$ cat src/rtl/rev_pkg.sv
`default_nettype none
// ============================================================================
// rev_pkg : shared types and helpers for the bit-reverse scheduler
// Rev 1.0
// ============================================================================
package rev_pkg;

  typedef enum logic [0:0] {
    EMPTY = 1'b0,
    FULL  = 1'b1
  } out_state_t;

  localparam int BUSY_CNT_W = 16;

  // Round-robin successor: the requester after idx, wrapping to 0.
  function automatic int unsigned rr_next(input int unsigned idx, input int unsigned n);
    return (idx == n - 32'd1) ? 32'd0 : idx + 32'd1;
  endfunction

endpackage
`default_nettype wire

$ cat src/rtl/param_reverser.sv
`default_nettype none
// ============================================================================
// param_reverser : combinational bit reversal, out[i] = in[WIDTH-1-i]
// Rev 1.0
// ============================================================================
module param_reverser #(
  parameter int WIDTH = 8
) (
  input  logic [WIDTH-1:0] in_word,
  output logic [WIDTH-1:0] out_word
);

  for (genvar i = 0; i < WIDTH; i++) begin : g_bit
    assign out_word[i] = in_word[WIDTH-1-i];
  end

endmodule
`default_nettype wire

$ cat src/rtl/rev_scheduler.sv
`default_nettype none
// ============================================================================
// rev_scheduler : round-robin shared bit-reverse service with one output register
// Rev 1.0
// ============================================================================
module rev_scheduler
  import rev_pkg::*;
#(
  parameter  int WIDTH = 8,
  parameter  int N_REQ = 4,
  localparam int ID_W  = $clog2(N_REQ)
) (
  input  logic                   clk,
  input  logic                   rst_n,
  input  logic [N_REQ-1:0]       req_valid,
  input  logic [N_REQ*WIDTH-1:0] req_data,
  output logic [N_REQ-1:0]       req_ready,
  output logic                   rsp_valid,
  output logic [WIDTH-1:0]       rsp_data,
  output logic [ID_W-1:0]        rsp_id,
  input  logic                   rsp_ready,
  output logic [BUSY_CNT_W-1:0]  busy_cnt
);

  out_state_t      state;
  out_state_t      state_nxt;
  logic [ID_W-1:0] rr_ptr;
  logic [ID_W-1:0] grant_idx;
  logic [ID_W-1:0] cand_idx;
  int              cand;
  logic            grant_found;
  logic            can_accept;
  logic            xfer;
  logic [WIDTH-1:0] grant_word;
  logic [WIDTH-1:0] rev_word;

  // First asserted valid at or after rr_ptr, wrapping past N_REQ-1.
  always_comb begin
    grant_found = 1'b0;
    grant_idx   = '0;
    cand        = 0;
    cand_idx    = '0;
    for (int k = 0; k < N_REQ; k++) begin
      cand = int'(rr_ptr) + k;
      if (cand >= N_REQ) cand = cand - N_REQ;
      cand_idx = ID_W'(cand);
      if (!grant_found && req_valid[cand_idx]) begin
        grant_found = 1'b1;
        grant_idx   = cand_idx;
      end
    end
  end

  assign can_accept = (state == EMPTY) || rsp_ready;
  assign xfer       = rst_n && can_accept && grant_found;
  assign grant_word = req_data[grant_idx*WIDTH +: WIDTH];
  assign rsp_valid  = (state == FULL);

  always_comb begin
    req_ready = '0;
    for (int k = 0; k < N_REQ; k++) begin
      req_ready[k] = xfer && (grant_idx == ID_W'(k));
    end
  end

  param_reverser #(
    .WIDTH(WIDTH)
  ) u_reverser (
    .in_word (grant_word),
    .out_word(rev_word)
  );

  always_comb begin
    state_nxt = state;
    if (xfer) begin
      state_nxt = FULL;
    end else if ((state == FULL) && rsp_ready) begin
      state_nxt = EMPTY;
    end
  end

  always_ff @(posedge clk or negedge rst_n) begin
    if (!rst_n) begin
      state <= EMPTY;
    end else begin
      state <= state_nxt;
    end
  end

  always_ff @(posedge clk or negedge rst_n) begin
    if (!rst_n) begin
      rsp_data <= '0;
      rsp_id   <= '0;
      rr_ptr   <= '0;
      busy_cnt <= '0;
    end else begin
      if (xfer) begin
        rsp_data <= rev_word;
        rsp_id   <= grant_idx;
        rr_ptr   <= ID_W'(rr_next(32'(grant_idx), N_REQ));
      end
      if ((state == FULL) && !rsp_ready && (busy_cnt != {BUSY_CNT_W{1'b1}})) begin
        busy_cnt <= busy_cnt + 1'b1;
      end
    end
  end

endmodule
`default_nettype wire

$ cat config.mk
export PLATFORM = sky130hd
export DESIGN_NAME = rev_scheduler
export DESIGN_NICKNAME = d
export VERILOG_FILES = /design/src/rtl/rev_pkg.sv /design/src/rtl/param_reverser.sv /design/src/rtl/rev_scheduler.sv
export SDC_FILE = /design/constraint.sdc
export NUM_CORES = 1
export LEC_CHECK = 0
export CAP_MARGIN = 20
export CORE_UTILIZATION = 43
export DETAILED_ROUTE_END_ITERATION = 10
export PLACE_DENSITY = 0.84
export SETUP_SLACK_MARGIN = 0.4
export SYNTH_ARGS = -nofsm -noshare
export SYNTH_HDL_FRONTEND = slang
export SYNTH_HIERARCHICAL = 1
export SYNTH_SLANG_ARGS = --single-unit
$ cat constraint.sdc
create_clock -name clk -period 2.6 [get_ports clk]
set_clock_uncertainty 0.05 [all_clocks]
set_input_delay 0.65 -clock clk [delete_from_list [all_inputs] [get_ports clk]]
set_output_delay 0.65 -clock clk [all_outputs]
set_load 0.01 [all_outputs]
==> flow_summary.toml, run 1 <==
[die]
start_util_pct = 46.3
dieArea_um2 = 4350
die_h_um = 66.0
die_w_um = 66.0
core-area_um2 = 3800
pin_count = 70
num_rows = 22

[critical_path]
cp_max_fo = 3
critical_path_buf_inv_count = 3
endpoint = "req_ready[0]"
ff2ff_path_depth = 9
max_stage_delay_ns = 0.32
r2r_start = "rr_ptr[1]"
r2r_slack_ns = 0.55
critical_path_depth = 7
setup.worst_path.end_class = "output port"
crit_family = "buffers and inverters"
cp.arrival_ns = 1.65
cp_cell_sequence = "buf_8, mux2i_1, nor2_1, a311oi_4, buf_4, nor4_4, buf_2"
cp-startpoint = "req_valid[2]"
crit_type = "in -> out"
reg2reg_to = "rsp_data[1]"
crit_slowest_cell = "a311oi_4"
crit_path_start_kind = "input pin"
cp.required_ns = 1.90

[routing]
drt_iter0_drc = 46
wl_um = 4090
wl_per_cell_um = 14.0
num_vias = 1492
drc = 0
via_per_inst = 5.11
ant_nets = 0
drt_pass1_iterations = 4

[cts]
root_buffer = "clkbuf_8"
cts_tree = "built"
cts_buffers = 5
clock_path_buffers = 2
clock_latency_ns = 0.28
cts_hold_buffers = 0
clkSlewWorstSetupHoldPaths_ns = 0.05
h-tree-depth = 2
clock_sinks = 29

[placement]
gp_congestion = 0.755
post_dp_cell_area_um2 = 2520
hpwl_um = 3090
place_ws_ns = -0.598
io_buffers = 69
dp_cells = 274

[pwr]
switchingPower_mw = 0.642
leakage_nw = 1.20
cellPowerDensity_nw_per_um2 = 727
clockPowerShare_pct = 18.1
p_comb_share_pct = 46.2
p_int_mw = 1.31
ir_worst_vdd_mv = 0.461
switching_share_pct = 32.8
seq_power_share_pct = 35.7

[sta]
fin_ws_ns = 0.252
setup_viol = 0
rsz0062_at_grt = "yes"
slew_headroom_pct = 70.6
period_needed_ns = 2.35
worst_slew_pin_slew_ns = 0.437
max_freq_mhz = 426
drv_slew = 0
hold_viol_final = 0
tns_ns = 0
period_share_pct = 90.3

[global_routing]
antenna_found_initial = 0
grt_pass1_wl_um = 6890
grt_use_total_pct = 21.0
grt-ovfl-total = 0
grt_pass1_vias = 1503
grt_max_degree = 30

[synth]
ys_seq_elements = 29
yosysSeqAreaShare_pct = 41.3
synth_fp_nets = 196
netlist_instances = 156
netlist_area_um2 = 1760
avgSynthCellArea_um2 = 11.3
yosys_most_used_dff = "dfrtp_1"
synth_async_sr_flop_share_pct = 100
synth_edf_count = 0
ys_warn_count = 6
synth_cell_types = 32

[final_layout]
drive_above_1_share_pct = 24.2
instances_no_fill = 292
n_antenna_cell = 0
final_area_um2 = 2690
areaGrowthSynthToFinish_pct = 52.8
nets = 283

[flow_run]
max_cap_violations = 0

[hold_path]
hp-start = "rsp_data[0]"
hp-class = "reg -> reg"

[outcome]
status = "complete, no violations"
==> cells by family (layout without fill, tap and decap cells) <==
family	after synthesis	count (layout)	synth area share, %
AOI/OAI and AO/OA	14	14	7.68
xor gates and xnor gates	13	13	6.47
adders and majority gates	1	1	0.711
buffers and inverters	16	104	7.25
DFF	29	29	41.3
muxes	35	35	21.5
and+or+nand+nor	48	48	15.1
==> final cells by class <==
type                            count  area [um^2]
Inverter                            3         11.3
Clock inverter                      2         10.0
Multi-Input combinational cell    111          942
Clock buffer                        6         72.6
Fill cell                         283         1110
Tap cell                           48         60.1
Timing Repair Buffer               93          866
Sequential cell                    29          726
==> repair_timing <==
action                                  CTS  global route
setup buffers                             7             3
endpoints found under the setup margin   14             8
gates resized for setup                  46             3
pin swaps                                10             3
==> stage by stage <==
step           hold WS [ns]  utilization [%]  power, mW
2_1_floorplan         0.304                -       1.20
3_3_place_gp          0.419             66.2       1.53
3_5_place_dp          0.430             66.2       1.55
4_1_cts               0.453             69.9       1.94
5_1_grt               0.470             70.8       2.07
6_report              0.448             70.8       1.96
==> worst min-delay path by stage <==
| stage | end | slack (ns) | depth (start not counted) |
|---|---|---|---|
| after detailed placement | rsp_data[0] | 0.43 | 1 |
| after global placement | rsp_data[1] | 0.42 | 1 |
| final | rsp_data[0] | 0.45 | 1 |
| after CTS | rsp_data[0] | 0.45 | 1 |
| after floorplan | busy_cnt[0] | 0.30 | 0 |
| after global routing | rsp_data[0] | 0.47 | 1 |
==> power groups by stage <==
stage               Combinational [mW]  Sequential [mW]  Clock, mW
floorplan                        0.462            0.743          0
global placement                 0.842            0.692          0
detailed placement               0.852            0.700          0
CTS                              0.890            0.697      0.355
global route                     0.971            0.719      0.383
finish                           0.904            0.697      0.354
==> cell usage after synthesis, drive strengths merged (3+ instances only) <==
cell	number	area share, %
a21oi	5	1.4
buf	13	6.6
dfrtp	29	41
inv	3	0.64
mux2	10	7.3
mux2i	25	14
nand2	12	2.6
nand3	8	2.3
nand4	5	2.1
nor2	10	2.3
nor3	4	1.4
nor4	3	2.1
o21ai	3	0.85
xnor2	9	4.5
xor2	4	2.0
==> cells in the final DEF, fill, tap and decap left out, types with 2 or more instances in the layout <==
master            n
nor4_2            2
dfrtp_1          29
mux2_4            4
o21a_1            2
a21oi_1           4
nand3_1           8
mux2i_1          25
buf_4            21
inv_1             2
clkinv_2          2
nor3_1            3
xnor2_1           9
nand4_1           4
buf_8             2
buf_2             5
buf_6             4
nand2_1          11
o21ai_0           2
xor2_1            4
dlygate4sd2_1     2
clkdlybuf4s50_1  59
mux2_1            6
clkbuf_8          5
nor2_1            8
==> layer usage <==
metal,up-vias,GRT usage [%],wire [um],share of wire (%)
li1,722,-,-,-
met1,727,25.8,1790,44
met2,35,36.7,2110,51
met3,8,3.79,118,2.9
met4,0,7.45,76,1.9
met5,-,0,0,0
==> sequential cells by signal, summed over array words and instances, names as in the netlist <==
| signal | flops |
|---|---|
| rsp_id | 2 |
| busy_cnt | 16 |
| rsp_data | 8 |
| rr_ptr | 2 |
| rsp_valid | 1 |
No activity file was read; power rests on OpenSTA's default activity.
==> run 2, diff against run 1 <==
GPL_TIMING_DRIVEN = 0   (was not set)
PLACE_DENSITY = 0.85   (was 0.84)
SYNTH_HIERARCHICAL = not set   (was 1)
==> run 2 against run 1 <==
Routed wire length increased by 50%. Sequential share of layout area decreased by 1.6 points. First-iteration DRC count increased to 3.2 times the previous value. Core utilization increased by 5.4 points. Sequential power decreased by 5.7%. Synthesized area decreased by 2.6%. Count of clock-buffer cells in the layout unchanged. Final cell count increased by 7.9%. Non-clock buffer count increased by 1. Critical path depth unchanged. Clock power increased by 41%. Sequential cell count unchanged.
==> flow_summary.toml, run 2 <==
[outcome]
status = "complete, no violations"

[die]
start_util_pct = 45.8
dieArea_um2 = 4240
pin_count = 70
num_rows = 22
core-area_um2 = 3740
die_h_um = 65.1
die_w_um = 65.1

[synth]
ys_seq_elements = 29
synth_common_cells = "dfrtp_1, nand2_1, xnor2_1, nor3_1, a211oi_2"
ys_warn_count = 0
synth_edf_count = 0
yosys.area_share.simple_pct = 25.1
yosysMostFrequentCell = "dfrtp_1"
synth-compound-area-share_pct = 18.4
netlist_instances = 176
yosys_most_used_dff = "dfrtp_1"
synth_cell_types = 37
synth_fa_ha_area_share_pct = 0.730
muxShareOfSynthArea_pct = 1.24
yosysTopAreaCell = "dfrtp_1"
synth_async_sr_flop_share_pct = 100
synthXorXnorAreaFrac_pct = 8.18
yosysSeqAreaShare_pct = 42.4
netlist_area_um2 = 1710
synth_top_area_share_pct = 42.4
synth_fp_nets = 216
synthTopCellsByArea = "dfrtp_1, a211oi_2, xnor2_1, nand2_1, nor4b_1"
avgSynthCellArea_um2 = 9.73
synth_top_family_by_area = "simple AND/OR/NAND/NOR gates"

[sta]
period_share_pct = 95.7
rsz0062_at_grt = "yes"
slew_headroom_pct = 53.9
worst_slew_pin_slew_ns = 0.683
drv_slew = 0
period_needed_ns = 2.49
hold_viol_final = 0
setup_viol = 0
max_freq_mhz = 402

[routing]
wl_met1_um = 2360
via_per_inst = 5.90
wl_um = 6130
drt_pass1_iterations = 4
wl_met2_um = 3060
wl_per_cell_um = 19.4
num_vias = 1859
wl_met3_um = 346
highest_layer = "met4"
ant_nets = 0
drc = 0
drt_iter0_drc = 146

[final_layout]
top_regs = "busy_cnt x16, rsp_data x8"
areaGrowthSynthToFinish_pct = 66.5
final_area_um2 = 2850
largest_reg_flops = 16
n_fill_cell = 250
layout_commonest_cell = "clkdlybuf4s50_1"
nets = 306
drive_above_1_share_pct = 23.6
layout_common_cells = "clkdlybuf4s50_1, dfrtp_1, nand2_1"
regMostFlops = "busy_cnt"
n_antenna_cell = 0

[placement]
hpwl_um = 3580
post_dp_cell_area_um2 = 2530
gp_congestion = 0.780
io_buffers = 69

[critical_path]
cp-startpoint = "req_valid[2]"
r2r_start = "rr_ptr[1]"
cp.arrival_ns = 1.79
crit_type = "in -> out"
cp_cell_sequence = "buf_8, o41ai_4, nand2b_4, buf_8, nand2b_4, nor2_1, buf_2"
setup.worst_path.end_class = "output port"
crit_slowest_cell = "o41ai_4"
max_stage_delay_ns = 0.41
cp.required_ns = 1.90
cp_max_fo = 4
crit_path_start_kind = "input pin"

[global_routing]
antenna_found_initial = 0
grt_pass1_wl_um = 8870
grt_max_degree = 19
grt-ovfl-total = 0
grt_use_total_pct = 28.1
grt_pass1_vias = 1768

[cts]
cts_hold_buffers = 0
clock_latency_ns = 0.29
root_buffer = "clkbuf_8"
clock_sinks = 29
h-tree-depth = 2
clock_path_buffers = 2
cts_buffers = 5
cts_tree = "built"
clkSlewWorstSetupHoldPaths_ns = 0.07

[flow_run]
max_cap_violations = 0

[pwr]
leakage_nw = 1.20
ir_worst_vdd_mv = 0.653
cellPowerDensity_nw_per_um2 = 758
power_mw = 2.16

[hold_path]
hp-class = "in -> async"
[run 2: changes by cell type in the layout (fill, tap and decap cells not counted), sizes merged, moves of 8 or more]
cell,delta
nand2,+15
o31ai,+8
mux2,-9
a211oi,+16
nor4b,+9
mux2i,-24
[run 2: what timing repair did]
action / in CTS / in global routing
endpoints found under the hold margin: 0 / 0
gates resized for setup: 62 / 10
setup endpoints to repair: 16 / 12
pin swaps: 4 / 4
gates cloned: 0 / 0
setup buffers: 7 / 6
[run 2: cell families (layout without fill, tap and decap cells)]
| kind of cell | count (synthesis) | in the layout |
|---|---|---|
| AND/OR/NAND/NOR | 80 | 80 |
| flip-flops | 29 | 29 |
| multiplexers | 2 | 2 |
| AO/OA/AOI/OAI | 36 | 36 |
| buffers and inverters | 12 | 103 |
| adder cells (fa/ha/maj) | 1 | 1 |
| XOR/XNOR | 16 | 16 |
[run 2: worst max-delay path: cells and delay by family]
kind	cells	cell delay [ns]
AND/OR/NAND/NOR	3	0.38
AO/OA/AOI/OAI	1	0.41
buffers and inverters	3	0.35
[run 2: stage by stage]
step	TNS (ns)	utilization, %	instances	hold WS [ns]	worst slack [ns]
after floorplan	0	-	176	0.304	0.409
after global placement	-15.06	66.9	293	0.410	-1.71
after detailed placement	-7.21	67.7	294	0.413	-1.15
after CTS	0	74.1	309	0.128	0.195
after global routing	0	76.2	315	0.127	0.0706
final	0	76.2	315	0.128	0.113
[run 2: path summary, 6_finish.rpt]
kind / endpoint / slack (ns) / cells after the start
hold / removal: busy_cnt[7] / 0.13 / 1
setup / recovery: req_ready[3] / 0.11 / 7
max in group asynchronous: rsp_data[1] / 2.04 / 2
hold reg to reg: rsp_data[4] / 0.43 / 2
setup reg to reg: rsp_data[7] / 0.31 / 9
min in group clk: rsp_data[4] / 0.43 / 2
[run 2: layer usage]
metal / vias to the layer above / global-route usage (%)
met1: 896 / 33.3
li1: 831 / -
met3: 31 / 5.21
met5: - / 0
met4: 0 / 16.6
met2: 101 / 47.3
[run 2: cell type report]
| cell class | count | area, um^2 | area share [%] |
|---|---|---|---|
| plain buffers | 11 | 118 | 4.12 |
| clock buffers | 6 | 82.6 | 2.90 |
| clock inverters | 2 | 37.5 | 1.32 |
| inverters | 1 | 3.75 | 0.132 |
| multi-input cells | 135 | 1020 | 35.6 |
| flip-flops and latches | 29 | 726 | 25.4 |
| well taps | 48 | 60.1 | 2.11 |
| repair buffers | 83 | 808 | 28.3 |
[run 2: where the power goes]
part	total, mW	internal [mW]	switching [mW]
clock network	0.499	0.311	0.188
registers	0.657	0.558	0.0986
logic	1.00	0.525	0.479
total	2.16	1.40	0.765
==> run 3, diff against run 2 <==
CORE_MARGIN = 3   (was not set)
SLEW_MARGIN = 10   (was not set)
==> run 3 against run 2 <==
Final cell count shrank 3.8%. Combinational power shrank 12%. Sequential cell count is the same. Worst hold slack gained 0.014 ns. Highest routed layer unchanged. Die area grew 13%. Setup slack lost 0.0088 ns. Critical path depth is the same. Core utilization shrank 4.1 points.
==> flow_summary.toml, run 3 (synthesized netlist as in run 2, its figures left out) <==
[outcome]
status = "complete, no violations"

[pwr]
ir_worst_vdd_mv = 0.574
clockPowerShare_pct = 19.3
power_mw = 1.90
seq_power_share_pct = 34.2
p_comb_share_pct = 46.4
cellPowerDensity_nw_per_um2 = 705
switching_share_pct = 35.3
p_int_mw = 1.23
switchingPower_mw = 0.670
leakage_nw = 1.12

[sta]
hold_viol_final = 0
period_needed_ns = 2.50
drv_slew = 0
worst_slew_pin_slew_ns = 0.539
max_freq_mhz = 401
period_share_pct = 96.0
setup_viol = 0
rsz0062_at_grt = "yes"
hold_ws_ns = 0.142
slew_headroom_pct = 63.6
tns_ns = 0

[global_routing]
grt_use_total_pct = 21.5
grt_max_degree = 31
grt_pass1_wl_um = 8340
antenna_found_initial = 0
grt-ovfl-total = 0
grt_pass1_vias = 1699

[critical_path]
cp.arrival_ns = 1.80
cp.required_ns = 1.90
cp_max_fo = 6
crit_path_start_kind = "input pin"
crit_type = "in -> out"
ff2ff_path_depth = 8
setup.worst_path.end_class = "output port"

[cts]
clock_sinks = 29
cts_buffers = 5
root_buffer = "clkbuf_8"
clock_path_buffers = 2
cts_tree = "built"
clock_latency_ns = 0.28
h-tree-depth = 2
clkSlewWorstSetupHoldPaths_ns = 0.05

[placement]
gp_congestion = 0.761
dp_cells = 293
hpwl_um = 3680
io_buffers = 69

[final_layout]
largest_reg_flops = 16
instances_no_fill = 303
top_regs = "busy_cnt x16, rsp_data x8"
drive_above_1_share_pct = 19.2
layout_commonest_cell = "clkdlybuf4s50_1"
n_fill_cell = 277
fin_util_pct = 72.0
nets = 295
layout_common_cells = "clkdlybuf4s50_1, dfrtp_1, nand2_1"
areaGrowthSynthToFinish_pct = 57.4
n_antenna_cell = 0
regMostFlops = "busy_cnt"

[die]
num_rows = 22
die_h_um = 69.1
dieArea_um2 = 4780
pin_count = 70
core-area_um2 = 3740
die_w_um = 69.1
start_util_pct = 45.8

[flow_run]
max_cap_violations = 0

[routing]
wl_um = 4950
drt_iter0_drc = 54
drc = 0
ant_nets = 0
drt_pass1_iterations = 4
wl_met1_um = 2120
wl_per_cell_um = 16.3
wl_met2_um = 2460
via_per_inst = 5.53
wl_met3_um = 229
highest_layer = "met4"
num_vias = 1676

[hold_path]
hp-class = "in -> async"
## run 3: repair_timing
action / 4_1_cts / 5_1_grt
pin swaps: 3 / 1
setup endpoints to repair: 15 / 5
gates resized for setup: 57 / 6
hold buffers: 0 / 0
setup buffers: 3 / 0
## run 3: layout make-up
type	instances	area [um^2]	area share, %
timing repair buffer	72	708	26.3
sequential	29	726	26.9
tap	48	60.1	2.23
multi-input combinational	135	995	36.9
clock buffer	7	86.3	3.20
buffer	11	118	4.36
inverter	1	3.75	0.139
## run 3: critical path: stages
cell	delay, ns
buf_8	0.11
o41ai_4	0.41
nand2b_4	0.21
buf_8	0.11
nand2b_4	0.13
nor2_1	0.04
buf_2	0.13
## run 3: final timing paths
| path | startpoint | to | slack (ns) |
|---|---|---|---|
| max | req_valid[0] | req_ready[3] | 0.10 |
| min | rst_n | busy_cnt[12] | 0.14 |
| max reg2reg | rr_ptr[1] | rsp_data[3] | 0.54 |
| min reg2reg | rsp_data[4] | rsp_data[4] | 0.42 |
| max in group asynchronous | rst_n | busy_cnt[1] | 2.19 |
| min in group clk | rsp_data[4] | rsp_data[4] | 0.42 |
## run 3: through the flow
stage	cell area, um^2	setup slack (ns)
2_1_floorplan	1760	0.409
4_1_cts	2680	0.142
5_1_grt	2700	0.0733
6_report	2700	0.104
3_5_place_dp	2500	-0.805
3_3_place_gp	2510	-1.71
## run 3: power groups by stage
stage,Combinational [mW],Clock (mW),Sequential [mW]
final,0.882,0.368,0.651
after global routing,0.963,0.396,0.671
after floorplan,0.425,0,0.687
after detailed placement,0.841,0,0.657
after global placement,0.819,0,0.650
after CTS,0.878,0.374,0.652
## run 3: metal layers
layer	vias to the layer above	GRT usage [%]
met1	810	28.3
met4	0	8.68
met3	17	5.10
met2	45	33.8
li1	804	-
met5	-	0
